File: src/rtl/global_pred_ctrl_if.sv
// Bundle of fetch-prediction, retire-update and counter-table signals for global_pred_ctrl.
// The slave modport is the controller's view; master is the surrounding pipeline/table.
interface global_pred_ctrl_if #(
    parameter int HIST_W = 12
);
    logic              pred_req;
    logic              pred_ready;
    logic              pred_valid;
    logic              pred_taken;
    logic [HIST_W-1:0] pred_hist;

    logic              upd_req;
    logic              upd_ready;
    logic [HIST_W-1:0] upd_hist;
    logic              upd_taken;
    logic              upd_mispredict;

    logic [HIST_W-1:0] tbl_addr;
    logic              tbl_rd_en;
    logic [1:0]        tbl_rdata;
    logic              tbl_wr_en;
    logic [1:0]        tbl_wdata;

    logic [HIST_W-1:0] path_history;

    modport slave (
        input  pred_req, upd_req, upd_hist, upd_taken, upd_mispredict, tbl_rdata,
        output pred_ready, pred_valid, pred_taken, pred_hist, upd_ready,
               tbl_addr, tbl_rd_en, tbl_wr_en, tbl_wdata, path_history
    );

    modport master (
        output pred_req, upd_req, upd_hist, upd_taken, upd_mispredict, tbl_rdata,
        input  pred_ready, pred_valid, pred_taken, pred_hist, upd_ready,
               tbl_addr, tbl_rd_en, tbl_wr_en, tbl_wdata, path_history
    );
endinterface

File: src/rtl/global_pred_ctrl.sv
// Global-history branch predictor controller: arbitrates a single-port 2-bit counter table
// between fetch predictions and a small queue of retire-stage saturating updates.
module global_pred_ctrl #(
    parameter int HIST_W = 12,
    parameter int QDEPTH = 4
) (
    input  logic                clock,
    input  logic                reset,
    global_pred_ctrl_if.slave   bus
);
    localparam int PTR_W = (QDEPTH > 1) ? $clog2(QDEPTH) : 1;
    localparam int CNT_W = PTR_W + 1;

    typedef enum logic [2:0] {
        IDLE,
        PRED_RD,
        PRED_RSP,
        UPD_RD,
        UPD_WR
    } state_t;

    state_t state, state_nxt;

    logic [HIST_W-1:0] q_hist  [QDEPTH];
    logic              q_taken [QDEPTH];
    logic [PTR_W-1:0]  wr_ptr, rd_ptr;
    logic [CNT_W-1:0]  count;

    logic [HIST_W-1:0] path_q;
    logic [HIST_W-1:0] pred_hist_q;
    logic              pred_taken_q;

    logic              q_full, q_empty, upd_acc, pred_acc, deq;
    logic [HIST_W-1:0] head_hist;
    logic              head_taken;

    logic              rd_en, wr_en, pred_valid;
    logic [HIST_W-1:0] addr;
    logic [1:0]        wdata;

    assign q_full     = (count == CNT_W'(QDEPTH));
    assign q_empty    = (count == '0);
    assign head_hist  = q_hist[rd_ptr];
    assign head_taken = q_taken[rd_ptr];

    assign bus.upd_ready  = !q_full;
    assign bus.pred_ready = (state == IDLE) && !q_full;
    assign upd_acc        = bus.upd_req && !q_full;
    assign pred_acc       = bus.pred_req && bus.pred_ready;
    assign deq            = (state == UPD_WR);

    // NOTE: every output of this block gets a default first, so no path can infer a latch.
    always_comb begin
        state_nxt  = state;
        rd_en      = 1'b0;
        wr_en      = 1'b0;
        addr       = '0;
        wdata      = 2'b00;
        pred_valid = 1'b0;
        case (state)
            IDLE: begin
                if (pred_acc)      state_nxt = PRED_RD;
                else if (!q_empty) state_nxt = UPD_RD;
            end
            PRED_RD: begin
                rd_en     = 1'b1;
                addr      = path_q;
                state_nxt = PRED_RSP;
            end
            PRED_RSP: begin
                pred_valid = 1'b1;
                state_nxt  = IDLE;
            end
            UPD_RD: begin
                rd_en     = 1'b1;
                addr      = head_hist;
                state_nxt = UPD_WR;
            end
            UPD_WR: begin
                wr_en = 1'b1;
                addr  = head_hist;
                if (head_taken) wdata = (bus.tbl_rdata == 2'b11) ? 2'b11 : bus.tbl_rdata + 2'd1;
                else            wdata = (bus.tbl_rdata == 2'b00) ? 2'b00 : bus.tbl_rdata - 2'd1;
                state_nxt = IDLE;
            end
            default: state_nxt = IDLE;
        endcase
    end

    assign bus.tbl_rd_en    = rd_en;
    assign bus.tbl_wr_en    = wr_en;
    assign bus.tbl_addr     = addr;
    assign bus.tbl_wdata    = wdata;
    assign bus.pred_valid   = pred_valid;
    // Direction is live from the table during the response cycle, then held.
    assign bus.pred_taken   = (state == PRED_RSP) ? bus.tbl_rdata[1] : pred_taken_q;
    assign bus.pred_hist    = pred_hist_q;
    assign bus.path_history = path_q;

    // NOTE: sequential state uses non-blocking assignments so all registers update together.
    always_ff @(posedge clock or posedge reset) begin
        if (reset) begin
            state  <= IDLE;
            wr_ptr <= '0;
            rd_ptr <= '0;
            count  <= '0;
        end else begin
            state <= state_nxt;
            if (upd_acc) wr_ptr <= wr_ptr + PTR_W'(1);
            if (deq)     rd_ptr <= rd_ptr + PTR_W'(1);
            case ({upd_acc, deq})
                2'b10:   count <= count + CNT_W'(1);
                2'b01:   count <= count - CNT_W'(1);
                default: count <= count;
            endcase
        end
    end

    // NOTE: queue storage is not reset; count and pointers alone decide which entries are live.
    always_ff @(posedge clock) begin
        if (upd_acc) begin
            q_hist[wr_ptr]  <= bus.upd_hist;
            q_taken[wr_ptr] <= bus.upd_taken;
        end
    end

    // A mispredict restore overrides the speculative shift on the same edge.
    always_ff @(posedge clock or posedge reset) begin
        if (reset) begin
            path_q       <= '0;
            pred_hist_q  <= '0;
            pred_taken_q <= 1'b0;
        end else begin
            if (upd_acc && bus.upd_mispredict)
                path_q <= {bus.upd_hist[HIST_W-2:0], bus.upd_taken};
            else if (state == PRED_RSP)
                path_q <= {path_q[HIST_W-2:0], bus.tbl_rdata[1]};
            if (state == PRED_RD)  pred_hist_q  <= path_q;
            if (state == PRED_RSP) pred_taken_q <= bus.tbl_rdata[1];
        end
    end
endmodule

File: src/flat_wrapper.sv
// flat-port wrapper written by rule: the top's interface ports become plain ports
module global_pred_ctrl_flat 
#(
    parameter int HIST_W = 12,
    parameter int QDEPTH = 4
)
  (clock, reset, bus_pred_req, bus_upd_req, bus_upd_hist, bus_upd_taken, bus_upd_mispredict, bus_tbl_rdata, bus_pred_ready, bus_pred_valid, bus_pred_taken, bus_pred_hist, bus_upd_ready, bus_tbl_addr, bus_tbl_rd_en, bus_tbl_wr_en, bus_tbl_wdata, bus_path_history);
  global_pred_ctrl_if #(.HIST_W(HIST_W)) bus_i ();
  input  logic clock;
  input  logic reset;
  input wire logic [$bits(bus_i.pred_req)-1:0] bus_pred_req;
  input wire logic [$bits(bus_i.upd_req)-1:0] bus_upd_req;
  input wire logic [$bits(bus_i.upd_hist)-1:0] bus_upd_hist;
  input wire logic [$bits(bus_i.upd_taken)-1:0] bus_upd_taken;
  input wire logic [$bits(bus_i.upd_mispredict)-1:0] bus_upd_mispredict;
  input wire logic [$bits(bus_i.tbl_rdata)-1:0] bus_tbl_rdata;
  output wire logic [$bits(bus_i.pred_ready)-1:0] bus_pred_ready;
  output wire logic [$bits(bus_i.pred_valid)-1:0] bus_pred_valid;
  output wire logic [$bits(bus_i.pred_taken)-1:0] bus_pred_taken;
  output wire logic [$bits(bus_i.pred_hist)-1:0] bus_pred_hist;
  output wire logic [$bits(bus_i.upd_ready)-1:0] bus_upd_ready;
  output wire logic [$bits(bus_i.tbl_addr)-1:0] bus_tbl_addr;
  output wire logic [$bits(bus_i.tbl_rd_en)-1:0] bus_tbl_rd_en;
  output wire logic [$bits(bus_i.tbl_wr_en)-1:0] bus_tbl_wr_en;
  output wire logic [$bits(bus_i.tbl_wdata)-1:0] bus_tbl_wdata;
  output wire logic [$bits(bus_i.path_history)-1:0] bus_path_history;
  assign bus_i.pred_req = bus_pred_req;
  assign bus_i.upd_req = bus_upd_req;
  assign bus_i.upd_hist = bus_upd_hist;
  assign bus_i.upd_taken = bus_upd_taken;
  assign bus_i.upd_mispredict = bus_upd_mispredict;
  assign bus_i.tbl_rdata = bus_tbl_rdata;
  assign bus_pred_ready = bus_i.pred_ready;
  assign bus_pred_valid = bus_i.pred_valid;
  assign bus_pred_taken = bus_i.pred_taken;
  assign bus_pred_hist = bus_i.pred_hist;
  assign bus_upd_ready = bus_i.upd_ready;
  assign bus_tbl_addr = bus_i.tbl_addr;
  assign bus_tbl_rd_en = bus_i.tbl_rd_en;
  assign bus_tbl_wr_en = bus_i.tbl_wr_en;
  assign bus_tbl_wdata = bus_i.tbl_wdata;
  assign bus_path_history = bus_i.path_history;
  global_pred_ctrl #(.HIST_W(HIST_W), .QDEPTH(QDEPTH)) u_core (.clock(clock), .reset(reset), .bus(bus_i));
endmodule
File: config.mk
export PLATFORM = sky130hd
export DESIGN_NAME = global_pred_ctrl_flat
export DESIGN_NICKNAME = d
export VERILOG_FILES = /design/src/rtl/global_pred_ctrl_if.sv /design/src/rtl/global_pred_ctrl.sv /design/src/flat_wrapper.sv
export SDC_FILE = /design/constraint.sdc
export NUM_CORES = 1
export LEC_CHECK = 0
export CORE_MARGIN = 2
export CORE_UTILIZATION = 52
export DETAILED_ROUTE_END_ITERATION = 7
export GPL_ROUTABILITY_DRIVEN = 1
export PLACE_DENSITY = 0.79
export SLEW_MARGIN = 20
export SYNTH_ARGS = -nofsm -noshare
export SYNTH_HDL_FRONTEND = slang
export SYNTH_SLANG_ARGS = --single-unit
File: constraint.sdc
create_clock -name clock -period 2.35 [get_ports clock]
set_input_delay 0.47 -clock clock [delete_from_list [all_inputs] [get_ports clock]]
set_output_delay 0.47 -clock clock [all_outputs]
set_load 0.1 [all_outputs]
==> results.tsv, run 1 <==
stage	metric	value	unit
outcome	status	completed	
clock_network	CTS tree	done	
global_routing	grt total ovfl	0	
setup_path	CP arrival	1.87	ns
setup_path	FF-to-FF path depth	8	
clock_network	hold buffer count at CTS	0	
sta	Setup violations, final	0	
setup_path	Crit Path Category	register to output pin	
setup_path	crit path from	u_core.rd_ptr[0]$_DFFE_PP0P_	
synth	Syn Inst Count	245	
sta	unrepaired setup endpoints after global routing	yes	
hold_path	WHS Endpoint	u_core.count[2]$_DFFE_PP0P_	
setup_path	largest fanout on the critical path	5	
global_routing	vias in the first global route	2449	
clock_network	clk sinks	87	
synth	Distinct cells, synth	35	
sta	Final Hold Viols	0	
synth	register area share after synthesis	65.7	%
synth	Primary FF master, synth	edfxtp_1	
hold_path	Hold WC Path Type	register to register	
global_routing	antenna violations before repair	0	
routing	WL/cell	19.7	um
layout	FILL cells	435	
placement	port buffer count	63	
synth	number of synthesized register bits	87	
routing	drt total wl	8.41	mm
global_routing	largest net degree at the start of global routing	36	
setup_path	r2r endpoint	u_core.count[2]$_DFFE_PP0P_	
routing	vias	2338	
routing	Top Metal Used	met4	
global_routing	Overall Global Routing Usage	23.2	%
clock_network	H-tree depth	3	
layout	P&R area growth vs syn	35.7	%
placement	placed cell count	407	
floorplanning	die width	88.5	um
clock_network	total CTS buffers	9	
synth	number of flops mapped to enable cells by yosys	52	
setup_path	flop2flop setup slack	0.22	ns
routing	Metal-1 WL	3.66	mm
hold_path	Hold Path Cell Cnt	1	
layout	nets	353	
clock_network	worst skew pair latency	0.36	ns
sta	Tcrit/Tclk final	99.4	%
synth	Warnings, synthesis	0	
sta	Final Worst Setup Slack	0.0133	ns
sta	Setup TNS	0	ns
setup_path	worst path cell trace	clkbuf_16, mux4_2, o21ai_2, nand2_2, buf_12	
synth	Syn Std Cell Area	3710	um^2
sta	min cycle time layout	2.34	ns
synth	Synthesized Nets	271	
floorplanning	die height	88.5	um
routing	met2 WL	4.20	mm
floorplanning	Core Region	6830	um^2
layout	Final Non-Filler Cells	428	
setup_path	Worst R2R Start	u_core.count[0]$_DFFE_PP0P_	
sta	Slew @ Worst Pin	0.477	ns
routing	drt first pass iters	4	
setup_path	slowest stage delay, CP	0.51	ns
clock_network	Clock Tree Root	clkbuf_8	
sta	Clock Skews	0.00848	ns
setup_path	CP endpoint kind	output pin	
clock_network	Worst-path clk slew	0.08	ns
routing	met3 wire length	440	um
setup_path	Critical Path RT	1.88	ns
placement	Post-DP HPWL	5.51	mm
sta	fmax	428	MHz
floorplanning	row count	30	
synth	post-synthesis average cell area	15.1	um^2
routing	vias per inst	5.46	
global_routing	first-pass GRT wire length	13.0	mm
routing	ANT nets after route	0	
layout	layout cells sized above 1	39.8	%
clock_network	CTS Buffer Depth	2	
sta	worst rel slew slack	68.2	%
floorplanning	die area	7830	um^2
setup_path	CP Launch Type	register	
synth	share of synthesized registers carrying an async set or reset	40.2	%
hold_path	HP Start	u_core.count[2]$_DFFE_PP0P_	
layout	Antenna Cells	0	
placement	DP Worst Slack	0.114	ns
sta	Slew Limit Fails	0	
setup_path	CP max-delay cell	mux4_2	
placement	routability cong.	0.809	
floorplanning	I/O pin count	64	
floorplanning	Initial Util	54.3	%
routing	Initial DRC Count	101	
routing	# DRC	0	
flow_run	maxcap violations	0	
==> how the worst max path moves through the flow <==
stage | endpoint | slack [ns] | depth (start not counted)
finish | bus_tbl_addr[7] | 0.01 | 5
global route | bus_tbl_wdata[1] | -0.08 | 4
CTS | bus_tbl_addr[6] | 0.0007 | 5
detailed placement | u_core.count[2]$_DFFE_PP0P_ | 0.11 | 8
global placement | u_core.count[2]$_DFFE_PP0P_ | 0.16 | 8
floorplan | bus_pred_ready | -0.07 | 3
==> final cells by class <==
cell class	count	area [um^2]	share of cell area [%]
Inverter	19	71.3	1.42
Multi-Input combinational cell	127	1230	24.4
Clock inverter	5	106	2.11
Sequential cell	87	2440	48.5
Timing Repair Buffer	83	937	18.6
Clock buffer	11	131	2.61
Tap cell	96	120	2.39
==> state kept, by name, indices dropped and copies added, names as in the netlist <==
| signal | count |
|---|---|
| u_core.rd_ptr | 2 |
| u_core.count | 3 |
| u_core.q_taken | 4 |
| u_core.wr_ptr | 2 |
| u_core.bus.pred_hist | 12 |
| u_core.bus.path_history | 12 |
| u_core.pred_taken_q | 1 |
| u_core.q_hist | 48 |
| u_core.state | 3 |
==> critical path: cells and delay by family, from the launching register on <==
| kind | cells | cell delay (ns) |
|---|---|---|
| simple gates | 1 | 0.10 |
| buf+inv | 2 | 0.35 |
| mux | 1 | 0.51 |
| compound gates | 1 | 0.09 |
| flops | 1 | 0.46 |
==> layer usage <==
layer  vias up  global-route usage [%]
li1       1060                       -
met1      1184                    30.9
met2        85                    38.3
met4         0                    7.30
met5         -                       0
met3         9                    5.60
==> synthesized netlist by cell type (2+ instances only) <==
cell type	n	area [um^2]
clkbuf_1	2	7.51
xor2_1	3	26.3
and3_1	4	25.0
o21ai_0	25	125
xnor2_1	3	26.3
dfrtp_1	35	876
inv_1	19	71.3
mux2_2	8	90.1
nand2_1	28	105
mux2_1	18	203
buf_2	6	30.0
nor4_1	2	12.5
buf_6	2	22.5
ha_1	5	62.6
nor3b_2	2	25.0
mux4_2	13	293
edfxtp_1	52	1560
==> cells in the final DEF (no fill, tap or decap), types with 2 or more instances in the layout <==
cell,netlist,layout
clkbuf_1,2,2
dfrtp_1,35,31
nand2_2,0,12
nor4_1,2,2
mux4_2,13,13
o21ai_0,25,13
dfrtp_2,0,4
xor2_1,3,3
ha_1,5,5
mux2_2,8,8
clkdlybuf4s50_1,0,19
inv_1,19,19
and3_1,4,4
nand2_1,28,16
mux2_1,18,18
buf_4,1,42
o21ai_1,1,2
bufinv_16,0,3
xnor2_1,3,3
edfxtp_1,52,52
clkbuf_8,0,9
nor3b_4,1,2
o21ai_2,0,11
buf_12,0,19
==> metrics by stage <==
stage | hold WS, ns | instance area (um^2) | utilization, %
CTS | 0.520 | 4930 | 72.1
global route | 0.536 | 5030 | 73.7
floorplan | 0.469 | 3750 | -
detailed placement | 0.505 | 4670 | 68.3
global placement | 0.507 | 4670 | 68.3
finish | 0.520 | 5030 | 73.7
==> cell families after synthesis <==
group	synth area share, %
AO/OA/AOI/OAI	4.05
XOR/XNOR	1.42
adder cells (fa/ha/maj)	2.23
buffers and inverters	3.84
flip-flops	65.7
multiplexers	16.1
AND/OR/NAND/NOR	6.71
==> repair_timing <==
| item | in CTS | in global routing |
|---|---|---|
| endpoints found under the setup margin | 14 | 14 |
| resized for setup | 9 | 27 |
| gates cloned | 0 | 1 |
| pin swaps | 1 | 7 |
| setup buffers | 1 | 3 |
Power of run 1 is left out: the tool's default activity adds up to more than one toggle a clock period on the data nets, which glitch-free logic cannot reach.
==> inputs of run 2 (changes only) <==
--- a/config.mk
+++ b/config.mk
@@ -10,7 +10,7 @@
 export DETAILED_ROUTE_END_ITERATION = 7
 export GPL_ROUTABILITY_DRIVEN = 1
 export PLACE_DENSITY = 0.79
-export SLEW_MARGIN = 20
+export SLEW_MARGIN = 5
 export SYNTH_ARGS = -nofsm -noshare
 export SYNTH_HDL_FRONTEND = slang
 export SYNTH_SLANG_ARGS = --single-unit
==> results of run 2 <==
Final layout, timing and power as in run 1 (identical DEF).
Power of run 2 is left out for the same reason.
==> variant (settings of run 2) <==
`QDEPTH` is set to 4 in 2 places; all go to 8.
--- a/src/rtl/global_pred_ctrl.sv
+++ b/src/rtl/global_pred_ctrl.sv
@@ -4,3 +4,3 @@
     parameter int HIST_W = 12,
-    parameter int QDEPTH = 4
+    parameter int QDEPTH = 8
 ) (
--- a/src/flat_wrapper.sv
+++ b/src/flat_wrapper.sv
@@ -4,3 +4,3 @@
     parameter int HIST_W = 12,
-    parameter int QDEPTH = 4
+    parameter int QDEPTH = 8
 )
Behaviour: not the same (Yosys sat finds a counterexample within 10 cycles, from zero or initial values and one cycle with reset high).
==> variant against run 2 <==
The run now ends with negative setup slack left. Global-route usage rose by 1.3 points. Sequential cell count grew 55. Highest routed layer unchanged. Fmax is 13% lower. Worst setup slack got worse by 0.34 ns. Synthesized area rose by 58%. Cell area up 56%. Wire length rose by 63%.
Power is left out: the tool's default activity adds up to more than one toggle a clock period on the data nets, which glitch-free logic cannot reach.
==> variant: results (changes against run 2) <==
- Pre-CTS setup slack: 0.0373 ns (-0.0767 ns)
- Largest net degree at the start of global routing: 39 (+8.3%)
- GR Util All Layers: 0.245 (+0.0129)
- Post-Synth XOR/XNOR Area: 0.0119 (-0.00225)
- Reg-to-Reg Start: u_core.count[2]
- Layout fillers: 646 (+49%)
- Routed len/inst: 22.9 um (+16%)
- Max reg flops: 96 (+100%)
- Status: finished, violations left
- Final setup fails: 14 (+14)
- Routability cong.: 0.726 (-10%)
- Root cell of the clock tree: clkbuf_16
- EDFF count, synth: 104 (+100%)
- Final WS setup: -0.322 ns (-0.336 ns)
- Share of cells above drive strength 1: 0.400 (+0.00241)
- First-pass GRT wire length: 20700 um (+59%)
- Fin Hold WS: 0.467 ns (-0.0533 ns)
- Violated checks: negative setup slack
- Setup Buffers After CTS: 2 (+1)
- Vias in the first global route: 3550 (+45%)
- DP HPWL: 8260 um (+50%)
- RR Endpoint: u_core.count[3]
- Register area share after synthesis: 0.693 (+0.0359)
- Reg2Reg Setup Slack: 0.14 ns (-0.08 ns)
- Class of the worst hold path: in2async
[variant: cell count changes after synthesis, sizes merged, moves of 13 or more]
cell / change
edfxtp: +52
mux2i: +24
inv: -16
nor2: +20
a21oi: +15
mux4: +13
mux2: -22
o21ai: -13
nand2: +13
[variant: layer usage]
layer,global-route usage,part of all wire
met4,0.128,0.033
met1,0.324,0.42
met5,0,0
met3,0.0423,0.051
met2,0.393,0.50
[variant: metrics by stage]
stage	cells	setup TNS, ns	area [um2]
6_report	600	-3.83	7880
4_1_cts	599	-3.59	7870
2_1_floorplan	353	-8.66	6080
3_3_place_gp	566	0	7080
3_5_place_dp	566	0	7080
5_1_grt	600	-4.69	7880
[variant: area by class of cell]
| cell class | count | area share |
|---|---|---|
| Tap cell | 140 | 0.0222 |
| Multi-Input combinational cell | 192 | 0.250 |
| Sequential cell | 142 | 0.518 |
| Inverter | 3 | 0.00143 |
| Timing Repair Buffer | 91 | 0.130 |
| Clock inverter | 15 | 0.0251 |
| Clock buffer | 17 | 0.0540 |
